--- config.mk ---
export PLATFORM = sky130hd
export DESIGN_NAME = scan_decoder
export DESIGN_NICKNAME = d
export VERILOG_FILES = /design/src/rtl/scan_decoder_pkg.sv /design/src/rtl/scan_decoder_onehot.sv /design/src/rtl/scan_decoder.sv
export SDC_FILE = /design/constraint.sdc
export NUM_CORES = 1
export LEC_CHECK = 0
export ABC_CLOCK_PERIOD_IN_PS = 5450
export CORE_ASPECT_RATIO = 0.7
export CORE_UTILIZATION = 53
export DETAILED_ROUTE_END_ITERATION = 6
export GPL_ROUTABILITY_DRIVEN = 0
export GPL_TIMING_DRIVEN = 1
export HOLD_SLACK_MARGIN = 0.05
export PLACE_DENSITY = 0.92
export SLEW_MARGIN = 5
export SYNTH_ARGS = -nofsm -noshare
export SYNTH_HDL_FRONTEND = slang
export SYNTH_SLANG_ARGS = --single-unit
--- constraint.sdc ---
create_clock -name clk -period 5.45 [get_ports clk]
set_clock_uncertainty 0.15 [all_clocks]
set_input_delay 1.3625 -clock clk [delete_from_list [all_inputs] [get_ports clk]]
set_output_delay 1.3625 -clock clk [all_outputs]
set_load 0.05 [all_outputs]
--- src/rtl/scan_decoder_pkg.sv ---
// Shared types and sizing helpers for the LED-matrix line decoder/scanner.
package scan_decoder_pkg;

  typedef enum logic [1:0] {
    IDLE = 2'd0,
    LINE = 2'd1,
    GAP  = 2'd2
  } scan_state_t;

  // Dwell/blank counter width: holds max(DWELL, BLANK) remaining-cycle values.
  function automatic int cnt_width(input int dwell, input int blank);
    int m;
    m = (dwell > blank) ? dwell : blank;
    return $clog2(m + 1);
  endfunction

endpackage

--- src/rtl/scan_decoder_onehot.sv ---
// Combinational N-to-2^N one-hot decoder with enable; all-zero when disabled.
module decoder_onehot #(
  parameter int N = 3
) (
  input  logic              ena,
  input  logic [N-1:0]      in,
  output logic [(1<<N)-1:0] out
);

  localparam int W = 1 << N;

  // One compare per output line keeps the result provably one-hot.
  for (genvar i = 0; i < W; i++) begin : g_line
    assign out[i] = ena && (in == N'(i));
  end

endmodule

--- src/rtl/scan_decoder.sv ---
// Registered one-hot line decoder with an autonomous line scanner (dwell + blanking gap).
module scan_decoder
  import scan_decoder_pkg::*;
#(
  parameter int N     = 3,
  parameter int DWELL = 4,
  parameter int BLANK = 1
) (
  input  logic              clk,
  input  logic              rst_n,
  input  logic              ena,
  input  logic              mode,
  input  logic [N-1:0]      in,
  input  logic              start,
  input  logic              cont,
  output logic [(1<<N)-1:0] out,
  output logic [N-1:0]      index,
  output logic              busy,
  output logic              frame_done
);

  localparam int W  = 1 << N;
  localparam int CW = cnt_width(DWELL, BLANK);
  // Counters hold "cycles remaining after this one", so loads are length-1.
  localparam logic [CW-1:0] DWELL_LD = CW'(DWELL - 1);
  localparam logic [CW-1:0] BLANK_LD = CW'((BLANK > 0) ? BLANK - 1 : 0);
  localparam logic [N-1:0]  MAX_IDX  = {N{1'b1}};

  scan_state_t   state_q, state_d;
  logic [CW-1:0] cnt_q, cnt_d;
  logic [N-1:0]  index_q, index_d;
  logic [W-1:0]  out_q, out_d;
  logic          busy_q, busy_d;
  logic          done_q, done_d;
  logic          eol;
  logic          dec_ena;
  logic [N-1:0]  dec_in;

  decoder_onehot #(.N(N)) u_dec (
    .ena (dec_ena),
    .in  (dec_in),
    .out (out_d)
  );

  // Next-state: direct decode overrides scanning; ena low freezes scan state.
  always_comb begin
    state_d = state_q;
    cnt_d   = cnt_q;
    index_d = index_q;
    done_d  = 1'b0;
    eol     = 1'b0;
    dec_ena = 1'b0;
    dec_in  = index_q;
    if (!mode) begin
      // Also aborts a running frame with no frame_done.
      state_d = IDLE;
      cnt_d   = '0;
      index_d = in;
      dec_in  = in;
      dec_ena = ena;
    end else begin
      case (state_q)
        IDLE: begin
          if (ena && start) begin
            state_d = LINE;
            index_d = '0;
            cnt_d   = DWELL_LD;
          end
        end
        LINE: begin
          if (ena) begin
            if (cnt_q != '0) begin
              cnt_d = cnt_q - 1'b1;
            end else if (BLANK > 0) begin
              state_d = GAP;
              cnt_d   = BLANK_LD;
            end else begin
              eol = 1'b1;
            end
          end
        end
        GAP: begin
          if (ena) begin
            if (cnt_q != '0) cnt_d = cnt_q - 1'b1;
            else             eol   = 1'b1;
          end
        end
        default: state_d = IDLE;
      endcase
      if (eol) begin
        if (index_q != MAX_IDX) begin
          index_d = index_q + 1'b1;
          state_d = LINE;
          cnt_d   = DWELL_LD;
        end else begin
          done_d = 1'b1;
          if (cont) begin
            index_d = '0;
            state_d = LINE;
            cnt_d   = DWELL_LD;
          end else begin
            state_d = IDLE;
          end
        end
      end
      // Drive a line only when the next state is LINE and we are enabled.
      dec_in  = index_d;
      dec_ena = ena && (state_d == LINE);
    end
    busy_d = (state_d != IDLE);
  end

  // State and registered outputs; reset clears everything immediately.
  always_ff @(posedge clk or negedge rst_n) begin
    if (!rst_n) begin
      state_q <= IDLE;
      cnt_q   <= '0;
      index_q <= '0;
      out_q   <= '0;
      busy_q  <= 1'b0;
      done_q  <= 1'b0;
    end else begin
      state_q <= state_d;
      cnt_q   <= cnt_d;
      index_q <= index_d;
      out_q   <= out_d;
      busy_q  <= busy_d;
      done_q  <= done_d;
    end
  end

  assign out        = out_q;
  assign index      = index_q;
  assign busy       = busy_q;
  assign frame_done = done_q;

endmodule
==> summary.md <==
| Metric | Value |
|---|---|
| Top FF cell, synth | dfrtp_1 |
| CP arrival | ~3300 ps |
| Post-CTS Setup Inserts | 0 |
| WS Path Type | in2reg |
| Core ar. | 0.00170 mm^2 |
| VDD IR-drop max | 0.000252 V |
| CP required | between 5000 and 6000 ps |
| Total GRT Usage | 0.264 |
| Port Buf Inserts | 21 |
| Area delta synth->final | 24.5% |
| Worst R2R Path Depth | 9 |
| Post-CTS sizing | 0 |
| Setup TNS | 0 ps |
| R2R setup slack | roughly 3000 ps |
| Gate power share | 0.296 |
| Final setup fails | 0 |
| Sequential power share | 0.454 |
| Vias in the first global route | 762 |
| DRC | 0 |
| DPL Wire Length | 1.70 mm |
| Ant diodes | 0 |
| Synth top area cells | dfrtp_1 (44%), ha_1 (6.1%), nor3_1 (5.9%) |
| Hold Path Class | reg2reg |
| Vias per cell | 5.85 |
| Share of flip-flops with an asynchronous set or reset | 1.00 |
| Largest net degree at the start of global routing | 19 |
| IO Count | 22 |
| Pwr Density | 258 mW/mm^2 |
| Status | finished, final reports clean |
| CTS Root Cell | clkbuf_4 |
| CTS buffer count | 3 |
| Initial antenna violation count | 0 |
| Share of the synthesized area in the top cell type | 0.440 |
| Cell area after layout | around 0.0013 mm^2 |
| Post-DRT Antenna Nets | 0 |
| FF+latch count, synth | 18 |
| Max H-tree Level | 1 |
| Internal Power | roughly 220 uW |
| Worst-path clk slew | about 100 ps |
| Sequential-to-total area share from yosys stat | 0.440 |
| RSZ-0062 raised after global routing | no |
| Mean routed wirelength per cell | between 15 and 20 um |
| Count of hold-fix buffers inserted at cts | 0 |
| Max-slew violations | 0 |
| Mapped Avg Cell Area | slightly above 10 um^2 |
| NetSw | 110 uW |
| Longest Clk Path Bufs | 2 |
| CTS tree | yes |
| Clock latency on the worst-skew pair | 300 ps |
| Area of the die | 0.00212 mm^2 |
| Mapped Area | 0.00102 mm^2 |
| Share of layout cells above drive strength 1 | 0.140 |
| CTS sink count | 18 |
| Fmax achieved | a little over 300 MHz |
| Die H | 38.8 um |
| NumNets Final | between 100 and 150 |
| Global route overflow | 0 |
| Setup crit end kind | flip-flop |
| Fillers | 114 |
| Post-Syn Nets | 115 |
| Total Wirelength | between 2 and 2.5 mm |
| Worst-Margin Slew | just under 800 ps |
| Critical path launch point | ena |
| CP max FO | 10 |
| Worst R2R End | out[0]$_DFF_PN0_ |
| Syn Inst Count | 101 |
| FP Rows | 12 |
| Min Tclk post-route | 3240 ps |
| DR vias | 831 |
| Initial core utilization | 0.604 |
| Fin crit share | 0.595 |
| Post-synth EDFFs | 0 |
| Top cells by count, synth | dfrtp_1 (18), nor3_1 (12), nand2_1 (9) |
| Lkg Pwr | 0.000576 uW |
| Cell with the most instances after synthesis | dfrtp_1 |
| Clk pwr share | 0.250 |
| First-pass GRT wire length | 3.68 mm |
| Hold Vio Cnt, Final | 0 |
| Max cap viols | 0 |
| Worst relative slew slack | 0.470 |
| Critical path startpoint category | input pin |
| Post-synth cell types | 36 |
| Cell Area, Placed | 0.00124 mm^2 |
| Leading area contributor after synthesis | dfrtp_1 |
| Sw Ratio | 0.333 |
| First-pass iteration count of the detailed router | 4 |
| Die Width | roughly 55 um |
| 1st-iter DRT viols | 32 |
| Yosys Warn Count | 0 |
| R2r startpoint | cnt_q[0]$_DFF_PN0_ |
| Crit path to | out[0]$_DFF_PN0_ |
-- power by group through the flow --
stage | combinational (uW) | clock, uW | sequential, uW
global placement | 93.3 | 0 | 151
detailed placement | 95.8 | 0 | 152
global route | 105 | 89.2 | 151
finish | 97.6 | 82.5 | 150
CTS | 97.2 | 83.8 | 149
floorplan | 52.9 | 0 | 166
-- layout by cell type, fill, tap and decap left out, drive strengths merged --
| cell | synthesis | final |
|---|---|---|
| nand2 | 9 | 9 |
| mux2 | 1 | 1 |
| mux2i | 2 | 2 |
| o22ai | 1 | 1 |
| o31a | 2 | 2 |
| a31o | 1 | 1 |
| dfrtp | 18 | 18 |
| nor2 | 4 | 4 |
| and3b | 1 | 1 |
| o21a | 2 | 2 |
| ha | 5 | 5 |
| and4bb | 1 | 1 |
| nand3b | 3 | 3 |
| clkbuf | 3 | 4 |
| a221oi | 1 | 1 |
| a311oi | 1 | 1 |
| o21ai | 2 | 2 |
| a31oi | 3 | 3 |
| a21boi | 1 | 1 |
| a21oi | 4 | 4 |
| a211oi | 3 | 3 |
| nor3 | 12 | 12 |
| a211o | 1 | 1 |
| o31ai | 1 | 1 |
| and3 | 2 | 2 |
| nor2b | 5 | 5 |
| inv | 8 | 8 |
| clkdlybuf4s50 | 0 | 21 |
| o221a | 1 | 1 |
| or2 | 1 | 1 |
-- state kept, by name, indices dropped and copies added (netlist names) --
register / flops
cnt_q: 3
index: 3
frame_done: 1
out: 8
state_q: 2
busy: 1
-- stage by stage --
| step | setup WS, ps | hold WS [ps] | utilization | total power (uW) | cells |
|---|---|---|---|---|---|
| after detailed placement | 1910 | 466 | 0.731 | 248 | 138 |
| after global routing | 2080 | 523 | 0.752 | 345 | 142 |
| final | 2210 | 502 | 0.752 | 330 | 142 |
| after global placement | 1980 | 460 | 0.731 | 245 | 138 |
| after floorplan | 2670 | 420 | - | 218 | 101 |
| after CTS | 2210 | 504 | 0.752 | 330 | 142 |
-- routing by layer --
metal	routed length (um)	up-vias	track usage
li1	-	402	-
met1	1110	397	0.366
met2	1040	30	0.405
met3	143	2	0.0863
met4	8	0	0.0385
met5	0	-	0
-- kinds of logic (layout without fill, tap and decap cells) --
kind of cell             after synthesis  in the layout  synth area share
AO/OA/AOI/OAI                         24             24             0.197
adder cells (fa/ha/maj)                5              5            0.0611
buffers and inverters                 13             33            0.0525
flip-flops                            18             18             0.440
multiplexers                           3              3            0.0305
AND/OR/NAND/NOR                       38             38             0.220
-- how the worst min path moves through the flow --
stage | endpoint | from | depth (start not counted) | slack (ps)
after floorplan | cnt_q[2]$_DFF_PN0_ | state_q[0]$_DFF_PN0_ | 2 | 420
after global placement | index[1]$_DFF_PN0_ | index[1]$_DFF_PN0_ | 2 | 460
after detailed placement | index[1]$_DFF_PN0_ | index[1]$_DFF_PN0_ | 2 | 470
after CTS | index[1]$_DFF_PN0_ | index[1]$_DFF_PN0_ | 2 | 500
after global routing | index[1]$_DFF_PN0_ | index[1]$_DFF_PN0_ | 2 | 520
final | index[1]$_DFF_PN0_ | index[1]$_DFF_PN0_ | 2 | 500
-- cell type report --
type	instances	area, um^2	area share
Clock buffer	4	36.3	0.0284
Inverter	8	32.5	0.0255
Multi-Input combinational cell	70	520	0.408
Sequential cell	18	450	0.353
Tap cell	21	26.3	0.0206
Timing Repair Buffer	21	210	0.165
-- critical path, cell delays in order --
cell             delay, ps
clkdlybuf4s50_1        680
nand3b_4               150
a211oi_4               240
nor2_2                 100
a311oi_4               400
inv_2                  120
nor3_1                 240
(Power assumes the default switching activity.)
==> patch: new RTL, same settings <==
`N` is set to 3 in 2 places; all go to 4.
--- a/src/rtl/scan_decoder_onehot.sv
+++ b/src/rtl/scan_decoder_onehot.sv
@@ -2,3 +2,3 @@
 module decoder_onehot #(
-  parameter int N = 3
+  parameter int N = 4
 ) (
--- a/src/rtl/scan_decoder.sv
+++ b/src/rtl/scan_decoder.sv
@@ -4,3 +4,3 @@
 #(
-  parameter int N     = 3,
+  parameter int N     = 4,
   parameter int DWELL = 4,
Interface: changed (resized in, index and out); port bits go from 22 to 32. The function was not compared with the original's and may differ.
==> patch against the original RTL <==
  * Wire length increased by 46%
  * Final cell count increased by 44%
  * Die area increased by 36%
  * Area after synthesis increased by 37%
  * Design area increased by 39%
  * Critical path type unchanged
  * Power increased by 40%
  * Combinational power increased by 34%
  * Register-to-register slack got worse by 310 ps
  * Sequential cell count increased by 9
  * Worst setup slack got worse by 530 ps
==> patch: results (changes against the original RTL) <==
stage;metric;value;unit;change
outcome;result of the run;finished, final reports clean;;
final_layout;nets@finish;185;;+36%
grt;pin count of the biggest net entering global routing;28;;+9
setup_path;worst path arrival time;3790;ps;+490 ps
setup_path;worst reg2reg path depth;6;;-3
synthesis;total nets after synthesis;154;;+34%
pwr;clock network power share;24.1;%;-0.9 points
synthesis;fraction of the yosys area taken by sequential cells;48.0;%;+4.0 points
placed_design;total of buffers placed on input and output ports;31;;+48%
placed_design;Setup WS pre-CTS;1510;ps;-391 ps
setup_path;critical path fanouts, max;12;;+2
min_path;Worst Hold Endpoint;cnt_q[2];;
timing;final-layout worst hold slack;505;ps;+3.03 ps
pwr;leakage power figure;0.776;nW;+35%
setup_path;startpoint of the most critical register-to-register path;index[0];;
synthesis;number of different library cells in the post-synthesis netlist;45;;+25%
setup_path;end of the worst register-to-register path;out[8];;
grt;overall track demand over capacity in global routing;25.9;%;-0.47 points
detailed_routing;post-detailed-route wirelength per cell;16.4;µm;+1.4%
timing;transition time of the tightest slew-check pin;587;ps;-207 ps
detailed_routing;via count;1243;;+50%
setup_path;setup slack of the worst register-to-register path;2730;ps;-310 ps
setup_path;maximum cell stage delay along the critical path;760;ps;+80 ps
grt;global-route wire length before repair;5600;µm;+52%
synthesis;Post-Syn Instances;140;;+39%
final_layout;Fill cells;172;;+51%
clock_network;number of clock sinks seen by CTS;27;;+9
==> patch: cell count changes in the layout (fill, tap and decap cells not counted), sizes merged, moves of 3 or more <==
cell,before,now
nor4,0,4
nor2,4,10
nand3,0,3
nand2b,0,3
inv,8,11
clkdlybuf4s50,21,30
dfrtp,18,27
==> patch: metal layers <==
metal / global-route usage [%] / share of wire (%)
met4: 10.5 / 2.3
met3: 5.05 / 6.6
met1: 34.3 / 43
met5: 0 / 0
met2: 43.0 / 48
==> patch: cell type report <==
cell class / instances / area share [%]
Sequential cell: 27 / 38.0
Multi-Input combinational cell: 97 / 37.5
Timing Repair Buffer: 31 / 17.2
Tap cell: 34 / 2.39
Clock buffer: 3 / 2.32
Inverter: 11 / 2.32
Clock inverter: 1 / 0.282
==> patch: how the worst max path moves through the flow <==
stage / to / slack (ps) / cells past startpoint
after global placement: out[8] / 1690 / 6
after CTS: out[8] / 1750 / 6
final: out[8] / 1670 / 6
after global routing: out[8] / 1560 / 6
after detailed placement: out[4] / 1510 / 6
after floorplan: out[12] / 2510 / 6
==> patch: tightest hold or removal path, stage by stage (launching register included) <==
cell,delay [ps]
sky130_fd_sc_hd__dfrtp_1,420
sky130_fd_sc_hd__a21oi_1,90
sky130_fd_sc_hd__nor2_1,100
==> patch: cells by family after synthesis <==
family          Yosys count  share of synthesized area [%]
compound gates           33                           19.8
fa+ha+maj                 4                           3.56
buf+inv                  16                           4.71
flops                    27                           48.0
mux                       2                           1.42
simple gates             58                           22.5
==> patch: per-stage QoR <==
stage / total power, mW / area, µm²
floorplan: 0.310 / 1410
global placement: 0.345 / 1740
detailed placement: 0.351 / 1740
CTS: 0.463 / 1780
global route: 0.483 / 1780
finish: 0.460 / 1780
